### config.mk
export PLATFORM = sky130hd
export DESIGN_NAME = banco_registros_op
export DESIGN_NICKNAME = d
export VERILOG_FILES = /design/src/rtl/banco_registros_op_pkg.sv /design/src/rtl/banco_registros_op_reg_array.sv /design/src/rtl/banco_registros_op.sv
export SDC_FILE = /design/constraint.sdc
export NUM_CORES = 2
export LEC_CHECK = 0
export BUFFER_PORTS_ARGS = -buffer_cell sky130_fd_sc_hd__buf_2
export CORE_ASPECT_RATIO = 0.5
export CORE_MARGIN = 2
export CORE_UTILIZATION = 65
export DETAILED_ROUTE_END_ITERATION = 6
export GPL_ROUTABILITY_DRIVEN = 0
export PLACE_DENSITY = 0.89
export SLEW_MARGIN = 20
export SYNTH_ARGS = -nofsm -noshare
export SYNTH_HDL_FRONTEND = slang
export SYNTH_SLANG_ARGS = --single-unit
### constraint.sdc
create_clock -name clk -period 3.65 [get_ports clk]
set_input_delay 0.1825 -clock clk [delete_from_list [all_inputs] [get_ports clk]]
set_output_delay 0.1825 -clock clk [all_outputs]
set_load 0.05 [all_outputs]
### src/rtl/banco_registros_op_pkg.sv
// Shared widths, ALU opcodes and stage state encoding for the register-bank /
// operand-latch stage that feeds the ALU.
package banco_pkg;

    localparam int unsigned DATA_W = 32;
    localparam int unsigned ADDR_W = 5;
    localparam int unsigned SEL_W  = 3;

    localparam logic [2:0] ALU_AND = 3'b000;
    localparam logic [2:0] ALU_OR  = 3'b001;
    localparam logic [2:0] ALU_ADD = 3'b010;
    localparam logic [2:0] ALU_SUB = 3'b011;
    localparam logic [2:0] ALU_GT  = 3'b100;

    // Occupancy of the operand latch
    typedef enum logic {
        ST_EMPTY = 1'b0,
        ST_FULL  = 1'b1
    } op_state_e;

endpackage

### src/rtl/banco_registros_op_reg_array.sv
// Architectural register storage: two combinational read ports, one
// synchronous write port, entry 0 hard-wired to zero, async active-low clear.
// Ports:
//   clk, rst_n                 clock / async active-low clear
//   i_wr_en/i_wr_addr/i_wr_data synchronous write port
//   i_rd_addr1/o_rd_data1       read port 1
//   i_rd_addr2/o_rd_data2       read port 2
module reg_array #(
    parameter int unsigned DATA_W = 32,
    parameter int unsigned ADDR_W = 5
) (
    input  logic              clk,
    input  logic              rst_n,
    input  logic              i_wr_en,
    input  logic [ADDR_W-1:0] i_wr_addr,
    input  logic [DATA_W-1:0] i_wr_data,
    input  logic [ADDR_W-1:0] i_rd_addr1,
    output logic [DATA_W-1:0] o_rd_data1,
    input  logic [ADDR_W-1:0] i_rd_addr2,
    output logic [DATA_W-1:0] o_rd_data2
);

    localparam int unsigned DEPTH = 2 ** ADDR_W;

    logic [DATA_W-1:0] r_mem [DEPTH];

    // Storage; register 0 is never written
    always_ff @(posedge clk or negedge rst_n) begin
        if (!rst_n) begin
            for (int i = 0; i < DEPTH; i++) begin
                r_mem[i] <= '0;
            end
        end else if (i_wr_en && (i_wr_addr != '0)) begin
            r_mem[i_wr_addr] <= i_wr_data;
        end
    end

    // Register 0 reads as zero regardless of storage contents
    assign o_rd_data1 = (i_rd_addr1 == '0) ? '0 : r_mem[i_rd_addr1];
    assign o_rd_data2 = (i_rd_addr2 == '0) ? '0 : r_mem[i_rd_addr2];

endmodule

### src/rtl/banco_registros_op.sv
// Register bank plus operand latch in front of the ALU.
// Ports:
//   clk, rst_n                     clock / async active-low reset
//   id_valid, id_ready             issue handshake (id_ready combinational)
//   rs1, rs2, use_imm, imm, sel_in issue payload
//   wr_en, wr_addr, wr_data        ALU result write-back (with same-cycle bypass)
//   OP_1, OP_2, ALU_Sel, op_valid  registered operation toward the ALU
//   ex_ready                       ALU consumes the operation this cycle
module banco_registros_op #(
    parameter int unsigned DATA_W = banco_pkg::DATA_W,
    parameter int unsigned ADDR_W = banco_pkg::ADDR_W,
    parameter int unsigned SEL_W  = banco_pkg::SEL_W
) (
    input  logic              clk,
    input  logic              rst_n,
    input  logic              id_valid,
    output logic              id_ready,
    input  logic [ADDR_W-1:0] rs1,
    input  logic [ADDR_W-1:0] rs2,
    input  logic              use_imm,
    input  logic [DATA_W-1:0] imm,
    input  logic [SEL_W-1:0]  sel_in,
    input  logic              wr_en,
    input  logic [ADDR_W-1:0] wr_addr,
    input  logic [DATA_W-1:0] wr_data,
    output logic [DATA_W-1:0] OP_1,
    output logic [DATA_W-1:0] OP_2,
    output logic [SEL_W-1:0]  ALU_Sel,
    output logic              op_valid,
    input  logic              ex_ready
);

    import banco_pkg::*;

    op_state_e         r_state;
    op_state_e         w_state_nxt;

    logic [DATA_W-1:0] r_op1;
    logic [DATA_W-1:0] r_op2;
    logic [SEL_W-1:0]  r_sel;
    logic [ADDR_W-1:0] r_rs1;
    logic [ADDR_W-1:0] r_rs2;
    logic              r_use_imm;

    logic [DATA_W-1:0] w_op1_nxt;
    logic [DATA_W-1:0] w_op2_nxt;
    logic [SEL_W-1:0]  w_sel_nxt;
    logic [ADDR_W-1:0] w_rs1_nxt;
    logic [ADDR_W-1:0] w_rs2_nxt;
    logic              w_use_imm_nxt;

    logic [DATA_W-1:0] w_arr_rd1;
    logic [DATA_W-1:0] w_arr_rd2;
    logic [DATA_W-1:0] w_src1;
    logic [DATA_W-1:0] w_src2;
    logic              w_issue;
    logic              w_stall;
    logic              w_wr_live;
    logic              w_refresh1;
    logic              w_refresh2;

    reg_array #(
        .DATA_W (DATA_W),
        .ADDR_W (ADDR_W)
    ) u_reg_array (
        .clk        (clk),
        .rst_n      (rst_n),
        .i_wr_en    (wr_en),
        .i_wr_addr  (wr_addr),
        .i_wr_data  (wr_data),
        .i_rd_addr1 (rs1),
        .o_rd_data1 (w_arr_rd1),
        .i_rd_addr2 (rs2),
        .o_rd_data2 (w_arr_rd2)
    );

    // Handshake
    assign op_valid  = (r_state == ST_FULL);
    assign id_ready  = !op_valid || ex_ready;
    assign w_issue   = id_valid && id_ready;
    assign w_stall   = op_valid && !ex_ready;

    // A write to a nonzero register is architecturally visible
    assign w_wr_live = wr_en && (wr_addr != '0);

    // Same-cycle bypass of the write-back onto the source reads
    assign w_src1 = (w_wr_live && (wr_addr == rs1)) ? wr_data : w_arr_rd1;
    assign w_src2 = (w_wr_live && (wr_addr == rs2)) ? wr_data : w_arr_rd2;

    // While stalled, held operands track writes to their latched sources
    assign w_refresh1 = w_stall && w_wr_live && (wr_addr == r_rs1);
    assign w_refresh2 = w_stall && w_wr_live && !r_use_imm && (wr_addr == r_rs2);

    // State register
    always_ff @(posedge clk or negedge rst_n) begin
        if (!rst_n) begin
            r_state <= ST_EMPTY;
        end else begin
            r_state <= w_state_nxt;
        end
    end

    // Next-state logic
    always_comb begin
        w_state_nxt = r_state;
        case (r_state)
            ST_EMPTY: begin
                if (w_issue) begin
                    w_state_nxt = ST_FULL;
                end
            end
            ST_FULL: begin
                if (!w_issue && ex_ready) begin
                    w_state_nxt = ST_EMPTY;
                end
            end
            default: w_state_nxt = ST_EMPTY;
        endcase
    end

    // Operand-latch next values
    always_comb begin
        w_op1_nxt     = r_op1;
        w_op2_nxt     = r_op2;
        w_sel_nxt     = r_sel;
        w_rs1_nxt     = r_rs1;
        w_rs2_nxt     = r_rs2;
        w_use_imm_nxt = r_use_imm;
        if (w_issue) begin
            w_op1_nxt     = w_src1;
            w_op2_nxt     = use_imm ? imm : w_src2;
            w_sel_nxt     = sel_in;
            w_rs1_nxt     = rs1;
            w_rs2_nxt     = rs2;
            w_use_imm_nxt = use_imm;
        end else if (r_state == ST_FULL) begin
            if (w_refresh1) begin
                w_op1_nxt = wr_data;
            end
            if (w_refresh2) begin
                w_op2_nxt = wr_data;
            end
        end
    end

    // Operand-latch registers
    always_ff @(posedge clk or negedge rst_n) begin
        if (!rst_n) begin
            r_op1     <= '0;
            r_op2     <= '0;
            r_sel     <= '0;
            r_rs1     <= '0;
            r_rs2     <= '0;
            r_use_imm <= 1'b0;
        end else begin
            r_op1     <= w_op1_nxt;
            r_op2     <= w_op2_nxt;
            r_sel     <= w_sel_nxt;
            r_rs1     <= w_rs1_nxt;
            r_rs2     <= w_rs2_nxt;
            r_use_imm <= w_use_imm_nxt;
        end
    end

    assign OP_1    = r_op1;
    assign OP_2    = r_op2;
    assign ALU_Sel = r_sel;

endmodule
Word-level counts from Yosys, hierarchy flattened
Cells that the tools add are included.
Widths: inputs -> output; s select.
Cells by class
  equal/unequal tests: 4
  reduce and logical (&&, ||, !) cells: 24
  muxes and demuxes: 23
  bitwise logic cells: 4
  order comparisons: 4
Operators with widths (count)
  $bwmux 1024: 1
  $mux 32: 16
  $bmux 32 s5: 2
  $demux 32 s5: 1
  $eq 5x5->1: 4
  $ge 6x6->1 const B: 3
  $not 5->6: 3
  $logic_and 1x1->1: 11
  $logic_not 5->1: 2
  $lt 6x1->1 const B: 1
  $reduce_bool 2->1: 3
  $reduce_bool 5->1: 1
  $logic_not 1->1: 4
  $reduce_and 2->1: 2
  $mux 1: 2
  $pmux 1 s2: 1
  $logic_or 1x1->1: 1
  $not 1->1: 1
Storage, ports and cells
  input port bits: 88
  output and inout bits: 69
  flip-flop bits (word level): 1103

Logic depth before layout (Yosys ltp)
  depth in word-level cells: 8
  depth in mapped cells: 9
  depth with buffers taken out: 5

By module
A second synthesis with hierarchy kept.
Unflattened totals
  cell total of the unflattened synthesis: 3943
  area total of the unflattened synthesis: 58139.5 sq um
By module, submodules not included
  reg_array: seq. area each 25624.6 sq um, area each 54024.3 sq um, cells each 3539, times used 1
  banco_registros_op: seq. area each 1976.9 sq um, area each 4115.2 sq um, cells each 404, times used 1

Worst setup path after synthesis
No wires, ideal clock.
  path kind: register to register
  start point: reg r_state, in the netlist op_valid
  end point: reg r_op1[10], in the netlist OP_1[10]
  data required time: 3.508 ns
  stages on the path, launching flop included: 7
  data arrival time: 2.421 ns
  path slack: 1.087 ns
  path through: dfrtp_1 nand2b_1 and2_1 clkbuf_1 a41oi_1 clkbuf_1 o2111ai_1
Between the ends
  longest elaborated chain between the ends: 5
  elaborated cells between the ends (all ways): 10
  those cells by class: 1 x mux; 9 x reduce/logical
Ends and longest elaborated chain
  from (decl): line banco_registros_op.sv:35  | op_state_e r_state;
  from (signal assigned): line banco_registros_op.sv:99  | r_state <= w_state_nxt;
  $logic_not 1->1 *: line banco_registros_op.sv:79  | assign id_ready = !op_valid || ex_ready;
  $logic_or 1x1->1 *: line banco_registros_op.sv:79
  via id_ready: line banco_registros_op.sv:17  | output logic id_ready,
  $logic_and 1x1->1 *: line banco_registros_op.sv:80  | assign w_issue = id_valid && id_ready;
  $reduce_bool 2->1 (no line)
  $reduce_and 2->1 (no line)
  to (signal assigned): line banco_registros_op.sv:156  | r_op1 <= w_op1_nxt;
  to (decl): line banco_registros_op.sv:38  | logic [DATA_W-1:0] r_op1;
Mark *: on every way through the listed nets, which the timed path passes. The rest lies on a longest branch.
A chain may end at the register's enable or synchronous reset.

Worst setup path in the final report
  start point: reg r_state, in the netlist op_valid
  end point: reg r_op2[18], in the netlist OP_2[18]
Between the ends
  longest elaborated chain between the ends: 6
  elaborated cells between the ends (all ways): 11
  those cells by class: 1 x mux; 10 x reduce/logical
Ends and longest elaborated chain
  $logic_and 1x1->1: line banco_registros_op.sv:81  | assign w_stall = op_valid && !ex_ready;
  $logic_and 1x1->1 (3 in series): line banco_registros_op.sv:92  | assign w_refresh2 = w_stall && w_wr_live && !r_use_imm && (wr_addr == r_rs2);
  $reduce_bool 2->1 (no line)
  $reduce_and 2->1 (no line)
  to (signal assigned): line banco_registros_op.sv:157  | r_op2 <= w_op2_nxt;
  to (decl): line banco_registros_op.sv:39  | logic [DATA_W-1:0] r_op2;
Several ways; a longest one is shown, not always the timed one.

==> results list <==
- The run finished with clean final reports.
* Final cell area excluding filler cells: 63900 um2
- Hold Worst Slack: 24.3 ps
- Area of placed instances: 60300 um2
- The number of cells on the worst reg-to-reg path is 5.
* Highest-delay cell along the critical path: sky130_fd_sc_hd__a31o_4
* Net switching power figure: 10.4 mW
* Leakage dissipation: 27.4 nW
- For flop-to-flop paths, the worst setup slack is 730 ps.
- # IOs: 157
- After synthesis, the mean cell area works out to 15.1 um2.
- Largest area contributor in the netlist: sky130_fd_sc_hd__dfrtp_1
- Area of the placeable core: 88500 um2
- In this run the top signal layer used is met5.
- Net switching fraction of the power: 29.5%
- Maximum number of pins on one net before global-route repair: 107
- Critical path class: flop to flop
- The count of cells in the finished layout, fillers not included, comes to 5107.
* Number of nets in the layout: 3930
* Stage delay of the slowest cell on the critical path: 980 ps
* IO Port Bufs: 156
* Vertical extent of the die: 216 um
- Worst path cell trace: nand2b_1 > a211oi_1 > a31o_4 > mux2i_1 > o41ai_1
- Count of final max-slew check failures: 0
* Met2 routed WL: 80300 um
* Total power of the final layout: 35.2 mW
- TritonCTS clock tree: yes
* Largest vdd supply drop: 0.000445 V
- For this run, the number of Yosys warnings is 0.
- The tree is rooted in a sky130_fd_sc_hd__clkbuf_16.
- Total Negative Setup Slacks: 0 ps
- The number of global-route vias before repair is 42000.
- Number of placement rows: 77
- Area of the die: 92100 um2
- Remaining DRCs: 0
* Horiz. Die Dim: 427 um
- Vias: 40200
- The detail route stage leaves a number of antenna-violating nets equal to 0.
- Startpoint class of the critical path: flop
- Summed over all layers, the routed wires come to 181000 um.
* Data arrival, critical path: 3510 ps
* Slew margin rel.: 23.0%
* Setup slack after layout: 728 ps
- Initial antenna violation count: 13
- By area the synthesized netlist is led by sky130_fd_sc_hd__dfrtp_1 (47%), sky130_fd_sc_hd__mux4_2 (21%), sky130_fd_sc_hd__mux2_2 (21%).
- The worst setup path is captured at a flop.
* Effective utilization at floorplan: 65.7%
- Gates resized during post-CTS repair numbered 0.
* Number of endpoints with negative hold slack in the final report: 0
- Internal power comes to 24.8 mW.
- After synthesis, the largest area contributor takes up 47.4% of total cell area.
* Pwr dens: 551 nW/um2
* TritonCTS Buffers: 98
* Hold buffers post-CTS: 38
* Main synth FF type: sky130_fd_sc_hd__dfrtp_1
* Clock tree buffer depth: 3
- Clock network power share: 30.7%
- Worst hold path class: primary input to flop
* Detailed route wirelength on metal3: 26000 um
- Number of failing setup endpoints in the final timing report: 0
* WP data required: 4230 ps
* Metal-1 WL: 62500 um
- Share of total power in combinational logic: 22.5%
- Share of layout cells above drive strength 1: 53.6%
* Total setup buffers inserted after CTS: 0
* Number of placed instances with taps included: 4889
- Counting the fill cells in the layout gives 4918.
- Setup repair after global routing left no endpoint under its margin.
- Sequential area share after synthesis: 47.4%
- Static timing analysis puts the maximum clock frequency at 0.342 GHz.
- Compared with the post-synthesis result, the final layout area differs by 9.83%.
- Period utilisation layout: 80.0%
* Clk_lat worst skew: 740 ps
- OpenSTA, run right after detailed placement, puts the worst setup slack at 690 ps.
- The synthesized design contains 1103 register bits.
- The first routing iteration left 6175 violations.
- First-pass GRT wire length: 271000 um
* Critical Path Fanout Max: 32
- Number of flops mapped to enable cells by yosys: 0
- After clock tree synthesis, the clock-pin slew on the worst setup and hold paths is 70 ps.
- Critical R2R Capture: OP_2[18]
- Synth Net Count: 3947
- DR vias/cell: 7.87
* Worst setup path start: op_valid
- Subtracting the final worst setup slack from the clock period gives 2920 ps.
- The first detailed-routing pass ran for 6 iterations.
* Final setup skew: 33.1 ps
- Counting every sink on the clock net gives 1103.
- Global-route usage over all layers: 40.1%
* Share of power burned in registers: 46.8%
* Fraction of registers with async set or reset after synthesis: 100%
* Wire per inst: 35.5 um
* Detailed Place HPWL: 105000 um
- Worst R2R Start: op_valid
* H-tree depth reported by CTS: 3
* Capture point of the worst path: OP_2[18]
- Fraction of the core area covered by cells at the end of the flow: 72.2%
* Max capacitance violation total: 0
- After technology mapping, the gate count stands at 3859.
* Cell variety after synth: 44
- The synthesized netlist occupies a cell area of 58200 um2.
- At the pin with the least slew margin, the transition time is 1150 ps.
- After global routing the overflow that remains totals 0.
[worst max-delay path, delay by kind of cell, from the launching register on]
kind / cells / cell delay, ps
and+or+nand+nor: 1 / 350
AOI/OAI and AO/OA: 3 / 1710
DFF: 1 / 340
muxes: 1 / 370
[placed cells by master, fill, tap and decap left out, types with 35 or more instances in the layout]
cell | Yosys | layout
sky130_fd_sc_hd__dfrtp_1 | 1103 | 1103
sky130_fd_sc_hd__mux2_2 | 1064 | 1064
sky130_fd_sc_hd__mux4_2 | 541 | 541
sky130_fd_sc_hd__buf_2 | 92 | 148
sky130_fd_sc_hd__nand2_1 | 128 | 110
sky130_fd_sc_hd__clkbuf_16 | 0 | 99
sky130_fd_sc_hd__buf_4 | 21 | 99
sky130_fd_sc_hd__o22ai_1 | 96 | 96
sky130_fd_sc_hd__o21ai_0 | 66 | 66
sky130_fd_sc_hd__a221oi_1 | 65 | 65
sky130_fd_sc_hd__nor2_1 | 51 | 38
sky130_fd_sc_hd__dlygate4sd3_1 | 0 | 38
sky130_fd_sc_hd__buf_12 | 0 | 37
sky130_fd_sc_hd__a211oi_1 | 36 | 35
sky130_fd_sc_hd__mux2i_1 | 35 | 35
sky130_fd_sc_hd__nor2b_1 | 36 | 35
[cell families after synthesis]
group / synth area share, %
mux: 42.2
flops: 47.4
buf+inv: 3.33
compound gates: 4.14
simple gates: 2.60
xor+xnor: 0.301
[routing by layer]
metal  vias up  GRT usage, %
li1      14900             -
met1     20700          52.5
met2      3626          57.7
met3       962          15.5
met4         4          23.0
met5         -             0
[worst min path at each step]
stage                startpoint                      to  slack (ps)  cells after the start
global route         wr_data[0]                 OP_1[0]          50                      3
global placement          rst_n  u_reg_array.r_mem[123]         330                      1
CTS                 wr_data[17]                OP_1[17]         0.2                      3
floorplan                 rst_n              ALU_Sel[0]        -110                      0
finish              wr_data[17]                OP_1[17]          20                      3
detailed placement        rst_n  u_reg_array.r_mem[123]         340                      1
[power by group through the flow]
| stage | clock network (mW) | registers (mW) | logic (mW) |
|---|---|---|---|
| after floorplan | 0 | 16.3 | 5.36 |
| after global placement | 0 | 16.2 | 7.36 |
| after detailed placement | 0 | 16.5 | 7.69 |
| after CTS | 10.8 | 16.3 | 7.83 |
| after global routing | 11.3 | 16.6 | 8.29 |
| final | 10.8 | 16.5 | 7.93 |
[area by class of cell]
type | instances | area [um2] | area share, %
Antenna cell | 7 | 17.5 | 0.0274
Clock buffer | 142 | 2870 | 4.49
Clock inverter | 31 | 377 | 0.589
Inverter | 2 | 7.51 | 0.0117
Multi-Input combinational cell | 2309 | 28900 | 45.2
Sequential cell | 1103 | 27600 | 43.2
Tap cell | 1185 | 1480 | 2.32
Timing Repair Buffer | 328 | 2690 | 4.21
[cell usage after synthesis, types with 5 or more instances]
master                      number
sky130_fd_sc_hd__nand2b_1       38
sky130_fd_sc_hd__nor2_1         51
sky130_fd_sc_hd__o22ai_1        96
sky130_fd_sc_hd__o2111ai_1      31
sky130_fd_sc_hd__o41ai_1        33
sky130_fd_sc_hd__mux2i_1        35
sky130_fd_sc_hd__clkbuf_1      263
sky130_fd_sc_hd__buf_1          60
sky130_fd_sc_hd__and2_1         33
sky130_fd_sc_hd__o21ai_0        66
sky130_fd_sc_hd__mux2_2       1064
sky130_fd_sc_hd__mux4_2        541
sky130_fd_sc_hd__a221oi_1       65
sky130_fd_sc_hd__xnor2_1         5
sky130_fd_sc_hd__buf_6           9
sky130_fd_sc_hd__a211oi_1       36
sky130_fd_sc_hd__nor2b_1        36
sky130_fd_sc_hd__buf_2          92
sky130_fd_sc_hd__nand2_1       128
sky130_fd_sc_hd__buf_4          21
sky130_fd_sc_hd__xor2_1         15
sky130_fd_sc_hd__dfrtp_1      1103
[state kept, by name (all words and copies together), names as in the netlist]
register,count
r_rs1,5
u_reg_array.r_mem,1024
op_valid,1
OP_2,32
r_use_imm,1
OP_1,32
r_rs2,5
ALU_Sel,3
Note: power is estimated with default switching activity, not from simulation.
